<file path="config.mk">
export PLATFORM = sky130hd
export DESIGN_NAME = control_ordenamiento
export DESIGN_NICKNAME = d
export VERILOG_FILES = /design/src/rtl/ordenamiento_pkg.sv /design/src/rtl/comp_intercambio.sv /design/src/rtl/control_ordenamiento.sv
export SDC_FILE = /design/constraint.sdc
export NUM_CORES = 1
export LEC_CHECK = 0
export ABC_AREA = 1
export CAP_MARGIN = 20
export CORE_MARGIN = 3
export CORE_UTILIZATION = 59
export DETAILED_ROUTE_END_ITERATION = 8
export GPL_ROUTABILITY_DRIVEN = 0
export HOLD_SLACK_MARGIN = 0.02
export PLACE_DENSITY = 0.89
export SYNTH_ARGS = -nofsm -noshare
export SYNTH_HDL_FRONTEND = slang
export SYNTH_SLANG_ARGS = --single-unit
</file>
<file path="constraint.sdc">
create_clock -name reloj -period 4.04 [get_ports reloj]
set_input_delay 0.808 -clock reloj [delete_from_list [all_inputs] [get_ports reloj]]
set_output_delay 0.808 -clock reloj [all_outputs]
set_load 0.01 [all_outputs]
</file>
<file path="src/rtl/ordenamiento_pkg.sv">
`default_nettype none
// ============================================================================
//  Module      : ordenamiento_pkg
//  Description : Shared constants for the load/sort/display sequencer:
//                default bank geometry and the 2-bit state encodings.
//  Revision    : 1.0 - initial release
// ============================================================================
package ordenamiento_pkg;

    // Default bank geometry
    localparam int c_n_default = 8;
    localparam int c_w_default = 8;

    // Sequencer state encodings (2'b11 is unused and recovers to c_carga)
    localparam logic [1:0] c_carga    = 2'd0;
    localparam logic [1:0] c_ordena   = 2'd1;
    localparam logic [1:0] c_muestra  = 2'd2;
    localparam logic [1:0] c_invalido = 2'd3;

endpackage : ordenamiento_pkg
`default_nettype wire

</file>
<file path="src/rtl/comp_intercambio.sv">
`default_nettype none
// ============================================================================
//  Module      : comp_intercambio
//  Description : Combinational compare-swap cell. 'lo' is the value that
//                belongs in the lower bank position, 'hi' the one for the
//                next position; 'swap' flags that the pair was out of order.
//                Sort direction is chosen by macro ORDEN_DESCENDENTE_EN
//                (defined: descending, undefined: ascending).
//  Revision    : 1.0 - initial release
// ============================================================================
module comp_intercambio
    import ordenamiento_pkg::*;
#(
    parameter int W = c_w_default
) (
    input  logic [W-1:0] a,
    input  logic [W-1:0] b,
    output logic [W-1:0] lo,
    output logic [W-1:0] hi,
    output logic         swap
);

    // Strict comparison so equal values never move (stable sort)
`ifdef ORDEN_DESCENDENTE_EN
    assign swap = (a < b);
`else
    assign swap = (a > b);
`endif

    assign lo = swap ? b : a;
    assign hi = swap ? a : b;

endmodule : comp_intercambio
`default_nettype wire

</file>
<file path="src/rtl/control_ordenamiento.sv">
`default_nettype none
// ============================================================================
//  Module      : control_ordenamiento
//  Description : Load/sort/display sequencer. Captures N operands (one per
//                rising edge of 'cargar'), bubble-sorts them in place with a
//                single time-shared compare-swap cell (one compare per
//                cycle), then shows one sorted value at a time, stepped by
//                rising edges of 'siguiente'.
//                Optional macro ORDEN_DESCENDENTE_EN selects descending order
//                (handled inside comp_intercambio).
//  Revision    : 1.0 - initial release
// ============================================================================
module control_ordenamiento
    import ordenamiento_pkg::*;
#(
    parameter int N = c_n_default,
    parameter int W = c_w_default
) (
    input  logic                 reloj,
    input  logic                 reset,
    input  logic [W-1:0]         entrada,
    input  logic                 cargar,
    input  logic                 siguiente,
    output logic [W-1:0]         salida,
    output logic [$clog2(N)-1:0] indice,
    output logic [$clog2(N):0]   cantidad,
    output logic                 ocupado,
    output logic                 listo
);

    localparam int              c_iw      = $clog2(N);
    localparam logic [c_iw-1:0] c_ult     = c_iw'(N - 1);
    localparam logic [c_iw-1:0] c_penult  = c_iw'(N - 2);
    localparam logic [c_iw-1:0] c_uno     = c_iw'(1);
    localparam logic [c_iw:0]   c_cnt_uno = (c_iw + 1)'(1);

    logic [1:0]      r_estado;
    logic [W-1:0]    r_banco [N];
    logic [c_iw-1:0] r_ptr;
    logic [c_iw-1:0] r_i;
    logic [c_iw-1:0] r_pasada;
    logic            r_swapflag;
    logic [c_iw-1:0] r_indice;
    logic [c_iw:0]   r_cantidad;
    logic            r_cargar_q;
    logic            r_siguiente_q;

    logic            w_pulso_cargar;
    logic            w_pulso_sig;
    logic            w_limpiar;
    logic [c_iw-1:0] w_i_sig;
    logic [W-1:0]    w_lo;
    logic [W-1:0]    w_hi;
    logic            w_swap;

    assign w_pulso_cargar = cargar & ~r_cargar_q;
    assign w_pulso_sig    = siguiente & ~r_siguiente_q;
    assign w_i_sig        = r_i + c_uno;
    // An illegal state encoding is treated exactly like a reset
    assign w_limpiar      = reset || (r_estado == c_invalido);

    comp_intercambio #(
        .W (W)
    ) u_comp (
        .a    (r_banco[r_i]),
        .b    (r_banco[w_i_sig]),
        .lo   (w_lo),
        .hi   (w_hi),
        .swap (w_swap)
    );

    // Strobe history; reset to 1 so a key held through reset is not an edge
    always_ff @(posedge reloj) begin
        if (reset) begin
            r_cargar_q    <= 1'b1;
            r_siguiente_q <= 1'b1;
        end else begin
            r_cargar_q    <= cargar;
            r_siguiente_q <= siguiente;
        end
    end

    // Sequencer: load, in-place bubble sort, display stepping
    always_ff @(posedge reloj) begin
        if (w_limpiar) begin
            r_estado   <= c_carga;
            r_ptr      <= '0;
            r_i        <= '0;
            r_pasada   <= '0;
            r_swapflag <= 1'b0;
            r_indice   <= '0;
            r_cantidad <= '0;
            for (int k = 0; k < N; k++) begin
                r_banco[k] <= '0;
            end
        end else begin
            case (r_estado)
                c_carga: begin
                    if (w_pulso_cargar) begin
                        r_banco[r_ptr] <= entrada;
                        r_cantidad     <= r_cantidad + c_cnt_uno;
                        if (r_ptr == c_ult) begin
                            r_ptr      <= '0;
                            r_i        <= '0;
                            r_pasada   <= '0;
                            r_swapflag <= 1'b0;
                            r_estado   <= c_ordena;
                        end else begin
                            r_ptr <= r_ptr + c_uno;
                        end
                    end
                end

                c_ordena: begin
                    // Pair is always written back; unchanged when no swap
                    r_banco[r_i]     <= w_lo;
                    r_banco[w_i_sig] <= w_hi;
                    if (r_i == c_penult) begin
                        // A clean pass (this compare included) means sorted;
                        // N-1 passes is the bubble-sort upper bound
                        if (!(r_swapflag || w_swap) || (r_pasada == c_penult)) begin
                            r_indice <= '0;
                            r_estado <= c_muestra;
                        end else begin
                            r_i        <= '0;
                            r_pasada   <= r_pasada + c_uno;
                            r_swapflag <= 1'b0;
                        end
                    end else begin
                        r_i        <= w_i_sig;
                        r_swapflag <= r_swapflag | w_swap;
                    end
                end

                c_muestra: begin
                    // A new load has priority and counts as the first operand
                    if (w_pulso_cargar) begin
                        r_banco[0] <= entrada;
                        r_ptr      <= c_uno;
                        r_cantidad <= c_cnt_uno;
                        r_indice   <= '0;
                        r_estado   <= c_carga;
                    end else if (w_pulso_sig) begin
                        r_indice <= (r_indice == c_ult) ? '0 : r_indice + c_uno;
                    end
                end

                default: begin
                    r_estado <= c_carga;
                end
            endcase
        end
    end

    assign ocupado  = (r_estado == c_ordena);
    assign listo    = (r_estado == c_muestra);
    assign indice   = r_indice;
    assign cantidad = r_cantidad;
    assign salida   = listo ? r_banco[r_indice] : '0;

endmodule : control_ordenamiento
`default_nettype wire

</file>
# [Yosys cells after proc, flatten, opt, wreduce, memory -nomap -nowiden]
# Memories as Yosys holds them, arrays and structs flattened. A register that Yosys moved wholly into a read port is not among the register bits.
# Cells that the tools add are included.
[classes] n_addsub=5 magnitude_cmp=1 eq_ne=15 n_mux=61 bitwise_logic=6 n_reduce_logical=16
[op_table] op="3-bit two-way mux" n=21
[op_table] op="8-bit two-way mux" n=7
[op_table] op="3-bit case mux with 2 select lines" n=4
[op_table] op="8-bit OR reduction" n=3
[op_table] op="1-bit two-way mux" n=19
[op_table] op="3-bit by 1-bit adder with 3-bit output, second input constant" n=4
[op_table] op="3-bit equality test, second input constant" n=4
[op_table] op="2-bit two-way mux" n=5
[op_table] op="5-bit AND reduction" n=2
[op_table] op="8-bit greater-than comparator" n=1
[op_table] op="4-bit two-way mux" n=2
[op_table] op="4-bit case mux with 2 select lines" n=1
[op_table] op="4-bit AND reduction" n=2
[op_table] op="2-bit by 1-bit != test with 1-bit output, second input constant" n=3
[op_table] op="2-bit != test, second input constant" n=3
[op_table] op="2-bit case mux with 3 select lines" n=1
[op_table] op="2-bit nonzero test" n=3
[op_table] op="4-bit by 1-bit adder with 4-bit output, second input constant" n=1
[op_table] op="2-bit equality test, second input constant" n=2
[op_table] op="1-bit logical OR" n=3
[op_table] op="3-bit by 1-bit != test with 1-bit output, second input constant" n=1
[op_table] op="3-bit != test, second input constant" n=1
[op_table] op="3-bit AND reduction" n=1
[op_table] op="1-bit AND" n=2
[op_table] op="6 further kinds" n=8
[word_totals] register_bits=21 mem_bits_rw=64 in_bits=12 out_inout_bits=17 elab_cells=114 n_memories=1
[memory_table] name="r_banco" depth=8 width=8 read_ports=3 rd_clocked_by_memory_dff=2 wr=8 line_no="control_ordenamiento.sv:38" text="logic [W-1:0] r_banco [N];"

# [Longest topological paths before layout]
# An unclocked memory read counts as a cell.
[depth] ltp_word=11 ltp_mapped=25 depth_no_buf=25

# [Hierarchy]
# A second synthesis with hierarchy kept.
[hier_totals] cells_unflattened=868 area_unflattened_um2=6432.4
[modules_own_cells] mod="control_ordenamiento" n_inst=1 cells_each=780 area_each_um2=5950.7
[modules_own_cells] mod="comp_intercambio" n_inst=1 cells_each=88 area_each_um2=481.7

# [Least setup slack after synthesis]
# OpenSTA, ideal clock, no wires.
[synth_timing] path_type="flip-flop to flip-flop" start="register r_i[0]" end="memory r_banco[2][3] (netlist name), data pin" setup_time_ns=0.265 arrival_time_ns=2.784 path_slack_ns=0.992 path_stages_with_launch=25 n_path_buf=2 synth_period_minus_slack_ns=3.048 cell_sequence="dfxtp_1 buf_4 inv_2 ha_1 inv_2 nor2_2 nand2_1 o21ai_1 nor2_1 nand2_1 inv_2 ha_1 nand2_1 nand2_1 nand2_1 nand2_1 nand2_1 nand2_1 nand2_1 inv_2 buf_4 nand2_1 nand3_2 nand3_1 o21ai_1"
[synth_rtl] element="start, declared" line_no="control_ordenamiento.sv:40" text="logic [c_iw-1:0] r_i;"
[synth_rtl] element="start signal, assigned" line_no="control_ordenamiento.sv:130" text="r_i <= w_i_sig;"
[synth_rtl] element="end, declared" line_no="control_ordenamiento.sv:38"

==> impl_metrics.ini <==
[hold_path]
worstHoldPathCells = 2
whs_endpoint = r_swapflag
hp-start = r_swapflag
hp-class = flip-flop to flip-flop

[timing]
max-slew-margin-rel_pct = 43.1
drv_slew = 0
clock_skew_ps = 10.9
min_period_ps = 3750
fmax_mhz = 267
grt_setup_unrepaired = no
setup-violations-final = 0
finalSetupTns_ps = 0
timing.final.crit_share_pct = 92.9
hold_violations = 0
fin_hold_ws_ps = 476
max_slew.worst_pin.slew_ps = 853

[critical_path]
cp_max_fo = 20
required_ps = 4310
path_class = flip-flop to flip-flop
critPathCaptureType = flip-flop
arrival_ps = 4020
reg2reg_slack_ps = 290
reg2reg_depth = 17
startpoint_type = flip-flop

[yosys]
synth-edff-count = 64
synth-async-reset-ratio_pct = 0
synth_cell_type_count = 36
ys.flop_type = edfxtp_1
ys_ff_latch = 91
yosysSeqAreaShare_pct = 37.0
yosysWarnings = 0
syn_inst = 942
synth_top_area_share_pct = 28.9
synth_area_leader_cell = edfxtp_1
syn_area_mm2 = 0.00665
synth_nets = 975
syn_area_per_cell_um2 = 7.06
synth_area_leaders = edfxtp_1 (29%), nand2_1 (14%), dfxtp_1 (8.1%), o21ai_1 (5.9%), o21ai_0 (5.7%)

[route]
post-route-drc-count = 0
routed-via-count = 6974
wl_per_cell_um = 19.0
first_pass_iters = 7
routed_wl_um = 20800
ant_nets = 0
via_per_inst = 6.36
drtIter0Drc = 1447

[outcome]
status = finished clean

[power_and_ir_drop]
peakVddDrop_v = 0.000477
total_power_mw = 3.97
power_density_mw_per_mm2 = 546
p_leak_nw = 2.71

[placed_design]
placed_cells = 1080
dp_hpwl_um = 15600
io_buffers = 28

[cells_and_area]
fillers = 924
final_core_util_pct = 66.6
multi_input_area_mm2 = 0.00360
register_area_mm2 = 0.00246
drive_above_1_share_pct = 10.7
synthToLayoutAreaGrowth_pct = 9.56
nNetsFinal = 984
final-instance-count-excl-fill = 1096
num_antenna_cells = 0

[floorplanning]
ios = 29
rows = 38
die-area_mm2 = 0.0126
die_h_um = 112
die_w_um = 112
coreArea_mm2 = 0.0109
start_util_pct = 60.8

[grt]
grt_pass1_wl_um = 32900
grt_max_degree = 62
grt_pass1_vias = 6186
grt_overflow_total = 0
grt_usage_pct = 33.1
antenna_found_initial = 0

[clocking]
insertion_delay_ps = 350
path_clk_slew_ps = 70
cts_buffers = 9
root_buffer = clkbuf_16
cts_buffer_depth = 2
cts_tree = done
cts.sinks = 91
cts_max_level = 3
postCtsSetupBuffers = 0
cts_hold_buf = 0
cts_resized = 0

[flow_run]
max_cap_violations = 0
## cell usage after synthesis, types with 2 or more instances
library cell,instances
nand2_1,252
o21ai_1,78
o21ai_0,76
a21oi_1,73
inv_1,72
edfxtp_1,64
nand3_1,55
nor2_1,54
inv_2,30
dfxtp_1,27
o211ai_1,25
buf_2,21
ha_1,21
clkbuf_1,16
o21ai_2,10
a31oi_1,8
nor2_2,8
o21a_1,6
or2_2,6
nand4_1,5
a211oi_1,4
nand3_2,4
o21ai_4,4
buf_1,3
nor2_4,3
nor3_1,3
buf_4,2
clkinv_1,2
nand2_2,2
nand2_4,2
## flip-flops by register name, indices dropped and copies added (netlist names), named ones only
signal	count
r_banco	64
cantidad	4
indice	3
r_i	3
r_pasada	3
r_ptr	3
r_estado	2
r_cargar_q	1
r_siguiente_q	1
r_swapflag	1
## kinds of logic after synthesis
family                   synth area share [%]
AND/OR/NAND/NOR                          25.5
multiplexers                            0.339
flip-flops                               37.0
buffers and inverters                    8.75
adder cells (fa/ha/maj)                  3.95
AO/OA/AOI/OAI                            24.5
## layout by cell type, fill, tap and decap left out, drive strengths merged, types with 25 or more instances in the layout
cell,netlist,layout
nand2,256,256
dfxtp,27,27
clkdlybuf4s50,0,28
inv,102,106
o211ai,25,25
a21oi,74,74
nand3,59,59
o21ai,168,168
nor2,66,66
edfxtp,64,64
## routing by layer
layer | track usage, % | share of wire, % | up-vias
met1 | 46.3 | 38 | 3075
met5 | 0 | 0 | -
li1 | - | - | 3223
met2 | 47.5 | 41 | 550
met4 | 15.1 | 5.2 | 0
met3 | 9.54 | 15 | 126
## worst max-delay path, stage by stage (launching register included)
cell and delay [ps]:
dfxtp_1 870, inv_2 210, o211ai_1 170, nand3_1 120, o21ai_1 300, inv_1 150, ha_1 310, nand2_1 50
nor2_1 150, nand4_1 100, nand2_1 110, buf_4 220, nand2_1 120, nand2_1 220, nand3_1 120, nand2_1 140
nand2_1 120, a21oi_1 180
## how the worst max path moves through the flow
stage              start            end  slack [ps]  cells past startpoint
2_1_floorplan     r_i[0]  r_banco[2][3]         990                     24
3_3_place_gp   flip-flop  r_banco[7][2]         520                     16
3_5_place_dp       reset  r_banco[4][0]         500                     10
4_1_cts        flip-flop      flip-flop         480                     20
5_1_grt        flip-flop  r_banco[7][2]          80                     16
6_report       flip-flop      flip-flop         290                     17
## power by group
part	switching [mW]	leakage [nW]	total (mW)	internal [mW]
combinational	1.41	1.68	1.95	0.536
clock	0.383	0.143	0.815	0.432
sequential	0.0943	0.883	1.21	1.12
total	1.89	2.71	3.97	2.08
## metrics by stage
stage / area (um2) / setup slack, ps
2_1_floorplan: 6650 / 992
3_3_place_gp: 7010 / 520
3_5_place_dp: 7010 / 500
4_1_cts: 7280 / 479
5_1_grt: 7280 / 76.0
6_report: 7280 / 288
## area by class of cell
| class | instances | share of cell area [%] |
|---|---|---|
| multi-input combinational | 705 | 49.5 |
| timing repair buffer | 40 | 5.08 |
| clock inverter | 6 | 0.636 |
| tap | 140 | 2.40 |
| sequential | 91 | 33.8 |
| clock buffer | 10 | 3.19 |
| inverter | 104 | 5.36 |
(Power assumes the default switching activity.)
==> variant: new RTL, config.mk and constraints unchanged <==
Reset style: asynchronous (`reset`), changed in one clocked block.
--- a/src/rtl/control_ordenamiento.sv
+++ b/src/rtl/control_ordenamiento.sv
@@ -71,5 +71,5 @@
 
     // Strobe history; reset to 1 so a key held through reset is not an edge
-    always_ff @(posedge reloj) begin
+    always_ff @(posedge reloj or posedge reset) begin
         if (reset) begin
             r_cargar_q    <= 1'b1;
Formal check against the unedited RTL: same outputs for any inputs over 10 cycles, from zero or initial values and one cycle with reset high; that may be too few to reach the edited logic, so the function may still have changed.
==> variant against the unedited design <==
First-iteration DRC count fell by 15%. Synthesized cell count shrank 0.21%. Setup slack worse by 0.010 ns. Design area is 1.3% lower. Power grew 1.2%. Area after synthesis shrank 0.28%. Die area decreased by 0.27%. Routed wire length grew 1.2%. Count of clock-buffer cells in the layout down 1. Clock skew grew 0.010 ns. Sequential cell count stayed put. Clock power down 19%. Highest routed layer unchanged.
==> variant: results (changes against the unedited design) <==
Cells and area
  • Fraction of final layout cells with drive strength greater than 1: 8.06% (-2.6 points)
  • Number of fill cells: 923 (-0.11%)
  • Layout Nets: 983 (-0.10%)
  • Post-route core utilization: 66.1% (-0.55 points)

Pwr
  • Share of power burned in registers: 30.5% (about the same)
  • P_leak: 2.68 nW (-1.1%)
  • Clk pwr share: 16.3% (-4.2 points)
  • Share of total power consumed by net switching: 49.5% (+1.9 points)
  • Max VDD drop: 0.000679 V (+42%)
  • Pint: 2.03 mW (-2.6%)

Drt
  • Overall via count from detail_route: 6983 (+0.13%)
  • Iter 0 DRT Violations: 1225 (-15%)
  • Length of the first detailed-routing pass in iterations: 6 (-1)
  • Vias per cell: 6.38 (+0.22%)

Place
  • Number of cells after detailed placement: 1079 (-0.093%)
  • Placed Area: 6990 µm² (-0.25%)
  • Setup WS pre-CTS: 0.505 ns (+0.00431 ns)

Global route
  • Wire length of the first global-routing pass: 33.2 mm (+0.99%)
  • Gr usage total: 33.7% (+0.64 points)
  • Via count of the first global-routing pass: 6202 (+0.26%)

Outcome
  • Outcome: completed

CTS
  • Worst skew pair latency: 0.39 ns (+0.04 ns)
  • Clock tree root buffer cell: sky130_fd_sc_hd__clkbuf_8
  • Clock-pin slew of the registers on the worst-case setup and hold paths: 0.10 ns (+0.03 ns)

STA
  • Final clock skew: 0.0211 ns (+0.0102 ns)
  • Transition time at the pin with the least slew margin: 0.889 ns (+0.0360 ns)

Critical path
  • CP Data Arrival Time: 3.96 ns (-0.06 ns)
  • Slowest CP cell: sky130_fd_sc_hd__o21ai_0
  • Maximum cell stage delay along the critical path: 0.44 ns (-0.43 ns)
  • Worst R2R Path Depth: 19 (+2)
  • CP max FO: 11 (-45%)

Yosys
  • Cell types with the highest counts after synthesis: sky130_fd_sc_hd__nand2_1 (260), sky130_fd_sc_hd__o21ai_0 (132), sky130_fd_sc_hd__inv_1 (86)
  • Top area cells in the synthesized netlist: sky130_fd_sc_hd__edfxtp_1 (29%), sky130_fd_sc_hd__nand2_1 (15%), sky130_fd_sc_hd__o21ai_0 (10%), sky130_fd_sc_hd__dfxtp_1 (7.5%), sky130_fd_sc_hd__a21oi_1 (5.8%)
  • Post-Synthesis Cells: 940 (-0.21%)
  • Synthesis warning total: 0 (unchanged)
  • Nets in the synthesized netlist: 973 (-0.21%)
  • Post-synth cell types: 33 (-8.3%)
  • Fraction of the yosys area taken by sequential cells: 37.3% (+0.29 points)
[variant: changes by cell type after synthesis, moves of 4 or more]
cell and change:
sky130_fd_sc_hd__nand3_2 -4, sky130_fd_sc_hd__nor2_1 +5, sky130_fd_sc_hd__inv_1 +14, sky130_fd_sc_hd__nand2_1 +8, sky130_fd_sc_hd__nor2_2 -6, sky130_fd_sc_hd__a21oi_1 +4, sky130_fd_sc_hd__inv_2 -16, sky130_fd_sc_hd__o21ai_1 -60
sky130_fd_sc_hd__o21ai_0 +56, sky130_fd_sc_hd__or2_2 -4
[variant: critical path: cells and delay by family, from the launching register on]
family / cells / cell delay, ns
buf+inv: 5 / 0.91
simple gates: 9 / 0.77
compound gates: 3 / 0.82
flops: 1 / 0.38
fa+ha+maj: 2 / 0.69
[variant: final cells by class]
class / count / area share (%)
Inverter: 100 / 5.22
Tap cell: 140 / 2.44
Clock buffer: 9 / 1.72
Timing Repair Buffer: 41 / 5.43
Clock inverter: 7 / 1.13
Sequential cell: 91 / 34.4
Multi-Input combinational cell: 707 / 49.6
[variant: final timing paths]
check | to | slack [ns]
max | r_banco[1][6] | 0.28
min | r_swapflag | 0.47
max reg2reg | r_banco[1][6] | 0.28
min reg2reg | r_swapflag | 0.47
max in group asynchronous | r_cargar_q | 3.18
min in group asynchronous | r_siguiente_q | 0.84
[variant: cells by family (layout without fill, tap and decap cells)]
kind of cell | Yosys count | after routing | synth area share, %
simple gates | 398 | 398 | 25.0
fa+ha+maj | 21 | 21 | 3.96
compound gates | 288 | 288 | 24.9
buf+inv | 142 | 157 | 8.83
flops | 91 | 91 | 37.3
[variant: per-layer routing]
metal	track usage (%)	share of wire, %	up-vias
li1	-	-	3198
met1	46.5	37	3104
met2	50.1	43	567
met3	7.45	14	114
met4	17.1	6.0	0
met5	0	0	-
